`src/rtl/uart_receiver.sv`:
```
// 8N1 UART receiver: synchronizes rx_in, samples each bit at its centre and
// presents completed bytes on a valid/ready handshake with error pulses.
module uart_receiver #(
  parameter int unsigned CLK_PER_BIT = 347
) (
  input  logic       clk,
  input  logic       rst,
  input  logic       rx_in,
  output logic [7:0] rx_data,
  output logic       rx_valid,
  input  logic       rx_ready,
  output logic       frame_err,
  output logic       overrun
);

  localparam int unsigned CNT_W    = $clog2(CLK_PER_BIT);
  localparam int unsigned HALF_BIT = CLK_PER_BIT / 2;
  localparam logic [CNT_W-1:0] HALF_LAST = CNT_W'(HALF_BIT - 1);
  localparam logic [CNT_W-1:0] BIT_LAST  = CNT_W'(CLK_PER_BIT - 1);

  localparam logic [2:0] IDLE      = 3'd0;
  localparam logic [2:0] START     = 3'd1;
  localparam logic [2:0] DATA      = 3'd2;
  localparam logic [2:0] STOP      = 3'd3;
  localparam logic [2:0] WAIT_HIGH = 3'd4;

  logic             r_rxs1;
  logic             r_rxs2;
  logic [2:0]       r_state;
  logic [CNT_W-1:0] r_cnt;
  logic [2:0]       r_idx;
  logic [7:0]       r_shift;
  logic             r_done;
  logic [7:0]       r_data;
  logic             r_valid;
  logic             r_frame_err;
  logic             r_overrun;

  logic [2:0] w_state_nxt;
  logic       w_cnt_run;
  logic       w_cnt_last;
  logic       w_bit_en;
  logic       w_done;
  logic       w_ferr;

  assign rx_data   = r_data;
  assign rx_valid  = r_valid;
  assign frame_err = r_frame_err;
  assign overrun   = r_overrun;

  // Two-flop synchronizer; everything downstream uses r_rxs2.
  always_ff @(posedge clk or posedge rst) begin
    if (rst) begin
      r_rxs1 <= 1'b1;
      r_rxs2 <= 1'b1;
    end else begin
      r_rxs1 <= rx_in;
      r_rxs2 <= r_rxs1;
    end
  end

  always_ff @(posedge clk or posedge rst) begin
    if (rst) r_state <= IDLE;
    else     r_state <= w_state_nxt;
  end

  assign w_cnt_last = (r_state == START) ? (r_cnt == HALF_LAST) : (r_cnt == BIT_LAST);

  always_comb begin
    w_state_nxt = r_state;
    w_cnt_run   = 1'b0;
    w_bit_en    = 1'b0;
    w_done      = 1'b0;
    w_ferr      = 1'b0;
    case (r_state)
      IDLE: begin
        if (!r_rxs2) w_state_nxt = START;
      end
      START: begin
        w_cnt_run = 1'b1;
        if (w_cnt_last) w_state_nxt = r_rxs2 ? IDLE : DATA;
      end
      DATA: begin
        w_cnt_run = 1'b1;
        if (w_cnt_last) begin
          w_bit_en = 1'b1;
          if (r_idx == 3'd7) w_state_nxt = STOP;
        end
      end
      STOP: begin
        w_cnt_run = 1'b1;
        if (w_cnt_last) begin
          if (r_rxs2) begin
            w_done      = 1'b1;
            w_state_nxt = IDLE;
          end else begin
            w_ferr      = 1'b1;
            w_state_nxt = WAIT_HIGH;
          end
        end
      end
      WAIT_HIGH: begin
        if (r_rxs2) w_state_nxt = IDLE;
      end
      default: w_state_nxt = IDLE;
    endcase
  end

  // Bit timer restarts at each sample point and whenever the FSM is not timing.
  always_ff @(posedge clk or posedge rst) begin
    if (rst) begin
      r_cnt   <= '0;
      r_idx   <= 3'd0;
      r_shift <= 8'h00;
    end else begin
      if (w_cnt_run && !w_cnt_last) r_cnt <= r_cnt + CNT_W'(1);
      else                          r_cnt <= '0;
      if (r_state != DATA) r_idx <= 3'd0;
      else if (w_bit_en)   r_idx <= r_idx + 3'd1;
      if (w_bit_en) r_shift[r_idx] <= r_rxs2;
    end
  end

  // Output stage: load one edge after the stop sample; a held byte blocks new ones.
  always_ff @(posedge clk or posedge rst) begin
    if (rst) begin
      r_done      <= 1'b0;
      r_data      <= 8'h00;
      r_valid     <= 1'b0;
      r_frame_err <= 1'b0;
      r_overrun   <= 1'b0;
    end else begin
      r_done      <= w_done;
      r_frame_err <= w_ferr;
      r_overrun   <= 1'b0;
      if (r_done) begin
        if (!r_valid || rx_ready) begin
          r_data  <= r_shift;
          r_valid <= 1'b1;
        end else begin
          r_overrun <= 1'b1;
        end
      end else if (r_valid && rx_ready) begin
        r_valid <= 1'b0;
      end
    end
  end

endmodule
```
`config.mk`:
```
export PLATFORM = sky130hd
export DESIGN_NAME = uart_receiver
export DESIGN_NICKNAME = d
export VERILOG_FILES = /design/src/rtl/uart_receiver.sv
export SDC_FILE = /design/constraint.sdc
export NUM_CORES = 1
export LEC_CHECK = 0
export BUFFER_PORTS_ARGS = -buffer_cell sky130_fd_sc_hd__buf_2
export CAP_MARGIN = 20
export CORE_ASPECT_RATIO = 1.4
export CORE_MARGIN = 2
export CORE_UTILIZATION = 50
export DETAILED_ROUTE_END_ITERATION = 6
export PLACE_DENSITY = 0.77
export SYNTH_ARGS = -nofsm -noshare
export SYNTH_HDL_FRONTEND = slang
export SYNTH_SLANG_ARGS = --single-unit
```
`constraint.sdc`:
```
create_clock -name clk -period 2.2 [get_ports clk]
set_input_delay 0.33 -clock clk [delete_from_list [all_inputs] [get_ports clk]]
set_output_delay 0.33 -clock clk [all_outputs]
set_load 0.03 [all_outputs]
```
==> impl_results.md <==
- Status: finished, final reports clean
- Mapped Nets: 157
- Clk root buf: clkbuf_8
- Gpl congestion: 0.810
- First-pass GRT wire length: 5290 µm
- Setup violators final: 0
- Number of iterations in the first detailed-routing pass: 4
- Worst Hold Slack: 0.136 ns
- Crit Path Max Fanout: 10
- N_diodes: 0
- Clk pin slew, worst setup/hold paths: 0.07 ns
- Placed cell area: 1840 µm²
- P per Cell Area: 594 nW/µm²
- Max Freq: 492 MHz
- Worst slew margin: 0.716
- Max stage delay on crit path: 0.45 ns
- Period utilisation layout: 0.924
- CTS Buffer Depth: 2
- CTS tree: done
- Cts bufs inserted: 5
- Crit start category: flop
- # resized after CTS: 0
- Hold Buf Count CTS: 0
- Share of cells above drive strength 1: 0.289
- Final Non-Filler Cells: 213
- Cells after DPL: 205
- Synth Register Bits: 37
- Core Util, Final: 0.584
- P&R area growth vs syn: 13.6%
- Antenna Violating Nets Remaining: 0
- GRT busiest layer: met2
- Skew final: 0.00831 ns
- CP top delay family: simple AND/OR/NAND/NOR gates
- Met2 usage: 0.309
- Number of DRC markers in iteration 0: 44
- Hold Fails Final Rpt: 0
- Post-synth top area cell: dfrtp_1
- Yosys cell types: 34
- Sequential area share after synthesis: 0.545
- Pleak: 0.942 nW
- Vias: 1191
- Data arrival, critical path: 2.20 ns
- Min-Delay Path Class: primary input to asynchronous set/reset pin
- Initial antenna violation count: 0
- FP Rows: 25
- Kind of critical path: flop to flop
- Average size of a mapped cell: 11.4 µm²
- Most frequent cells in the layout: dfrtp_1 (35), nor2_1 (17), mux2_2 (16)
- Synth warn: 0
- Slowest library cell on the worst path: a2111oi_0
- GRT overflow: 0
- Post-CTS Setup Inserts: 0
- Final Slew Violations: 0
- Actual slew at the worst max-slew pin: 0.415 ns
- GRT Overall Usage: 0.189
- Design Area, Final: 1940 µm²
- CP Capture Type: flop
- Grt met3 use: 0.0451
- Synth Instances: 150
- Initial Util: 0.514
- Input/output buffers: 14
- Filler cell count in the final layout: 303
- Pre-CTS setup slack: 0.0602 ns
- WL per Instance: 14.2 µm
- Clock sinks: 37
- Drt drc: 0
- Die height: 73.1 µm
- Detailed Place HPWL: 2140 µm
- Most common cell after layout, fill and taps aside: dfrtp_1
- Post-DR vias/cell: 5.59
- Tot Pwr: 1.15 mW
- Core area: 3320 µm²
- Mapped cell area: 1700 µm²
- Die Footprint: 3900 µm²
- Synth top area cells: dfrtp_1 (51%), mux2_2 (11%), nor2_1 (3.7%)
- Fin Setup TNS: 0 ns
- Worst path bufs/invs: 1
- H-tree Lvls: 2
- WP data required: 2.37 ns
- Met1 GRT Util: 0.223
- Share of the synthesized area in the top cell type: 0.514
- Crit path time final: 2.03 ns
- Skew-Pair Late Insertion Delay: 0.29 ns
- Max Cap Viol: 0
- IO Pins: 15
- CP Cell Sequence: nor4_2 -> nand4_1 -> buf_4 -> a2111oi_0 -> mux2_2
- Setup WS post-layout: 0.166 ns
- Unrepaired setup endpoints after global routing: no
- DRT Wirelength: 3020 µm
- Fin nets: 179
- Vias in the first global route: 1225
- VDD IR max: 0.000533 V
- Die width: 53.3 µm
- Pin count of the biggest net entering global routing: 38
metal layers:
layer	wire, µm	up-vias
met5	0	-
met4	80	0
met1	1270	588
li1	-	576
met3	110	7
met2	1560	20
worst register-to-register path, cell delays in order, from the launching register on:
cell,delay [ns]
dfrtp_1,0.42
nor4_2,0.33
nand4_1,0.14
buf_4,0.19
a2111oi_0,0.45
mux2_2,0.39
final timing paths:
kind | endpoint | slack, ns | start | cells after the start
setup / recovery | r_shift[2]$_DFFE_PP0P_ | 0.17 | r_cnt[0]$_DFF_PP0_ | 5
max in group asynchronous | r_rxs2$_DFF_PP1_ | 1.72 | rst | 3
setup reg to reg | r_shift[2]$_DFFE_PP0P_ | 0.17 | r_cnt[0]$_DFF_PP0_ | 5
hold / removal | r_state[1]$_DFFE_PP0P_ | 0.14 | rst | 3
min in group clk | r_rxs1$_DFF_PP1_ | 0.14 | rx_in | 1
hold reg to reg | r_rxs2$_DFF_PP1_ | 0.36 | r_rxs1$_DFF_PP1_ | 0
power breakdown:
group	total, mW	switching [mW]	internal [mW]
clock network	0.445	0.220	0.225
logic	0.0176	0.0137	0.00390
registers	0.687	0.00324	0.684
total	1.15	0.237	0.912
synthesized netlist by cell type, drive strengths merged:
master and instances:
a2111oi 6, a211oi 1, a21oi 6, and2 1
and3 3, and4 2, buf 5, clkbuf 3
dfrtp 35, dfstp 2, ha 3, inv 6
mux2 16, nand2 5, nand2b 3, nand3 7
nand3b 1, nand4 3, nor2 17, nor2b 2
nor3 2, nor3b 2, nor4 1, nor4b 1
o2111ai 2, o211ai 2, o21ai 4, or3b 1
or4 1, xnor2 1, xor2 6
cell families (layout without fill, tap and decap cells):
kind of cell             after synthesis  count (layout)  share of synthesized area
AND/OR/NAND/NOR                       52              52                      0.164
flip-flops                            37              37                      0.545
AO/OA/AOI/OAI                         21              21                     0.0837
multiplexers                          16              16                      0.106
buffers and inverters                 14              37                     0.0433
XOR/XNOR                               7               7                     0.0360
adder cells (fa/ha/maj)                3               3                     0.0220
registers in the layout, indices dropped and copies added (netlist names), 3 cells and up:
register	count
r_shift	8
rx_data	8
r_state	3
r_cnt	9
r_idx	3
layout make-up:
class / instances / area (µm²) / area share
sequential: 37 / 928 / 0.480
multi-input combinational: 99 / 717 / 0.370
clock buffer: 8 / 80.1 / 0.0414
tap: 40 / 50.0 / 0.0259
inverter: 6 / 22.5 / 0.0116
timing repair buffer: 23 / 138 / 0.0711
Note: power is estimated with default switching activity, not from simulation.
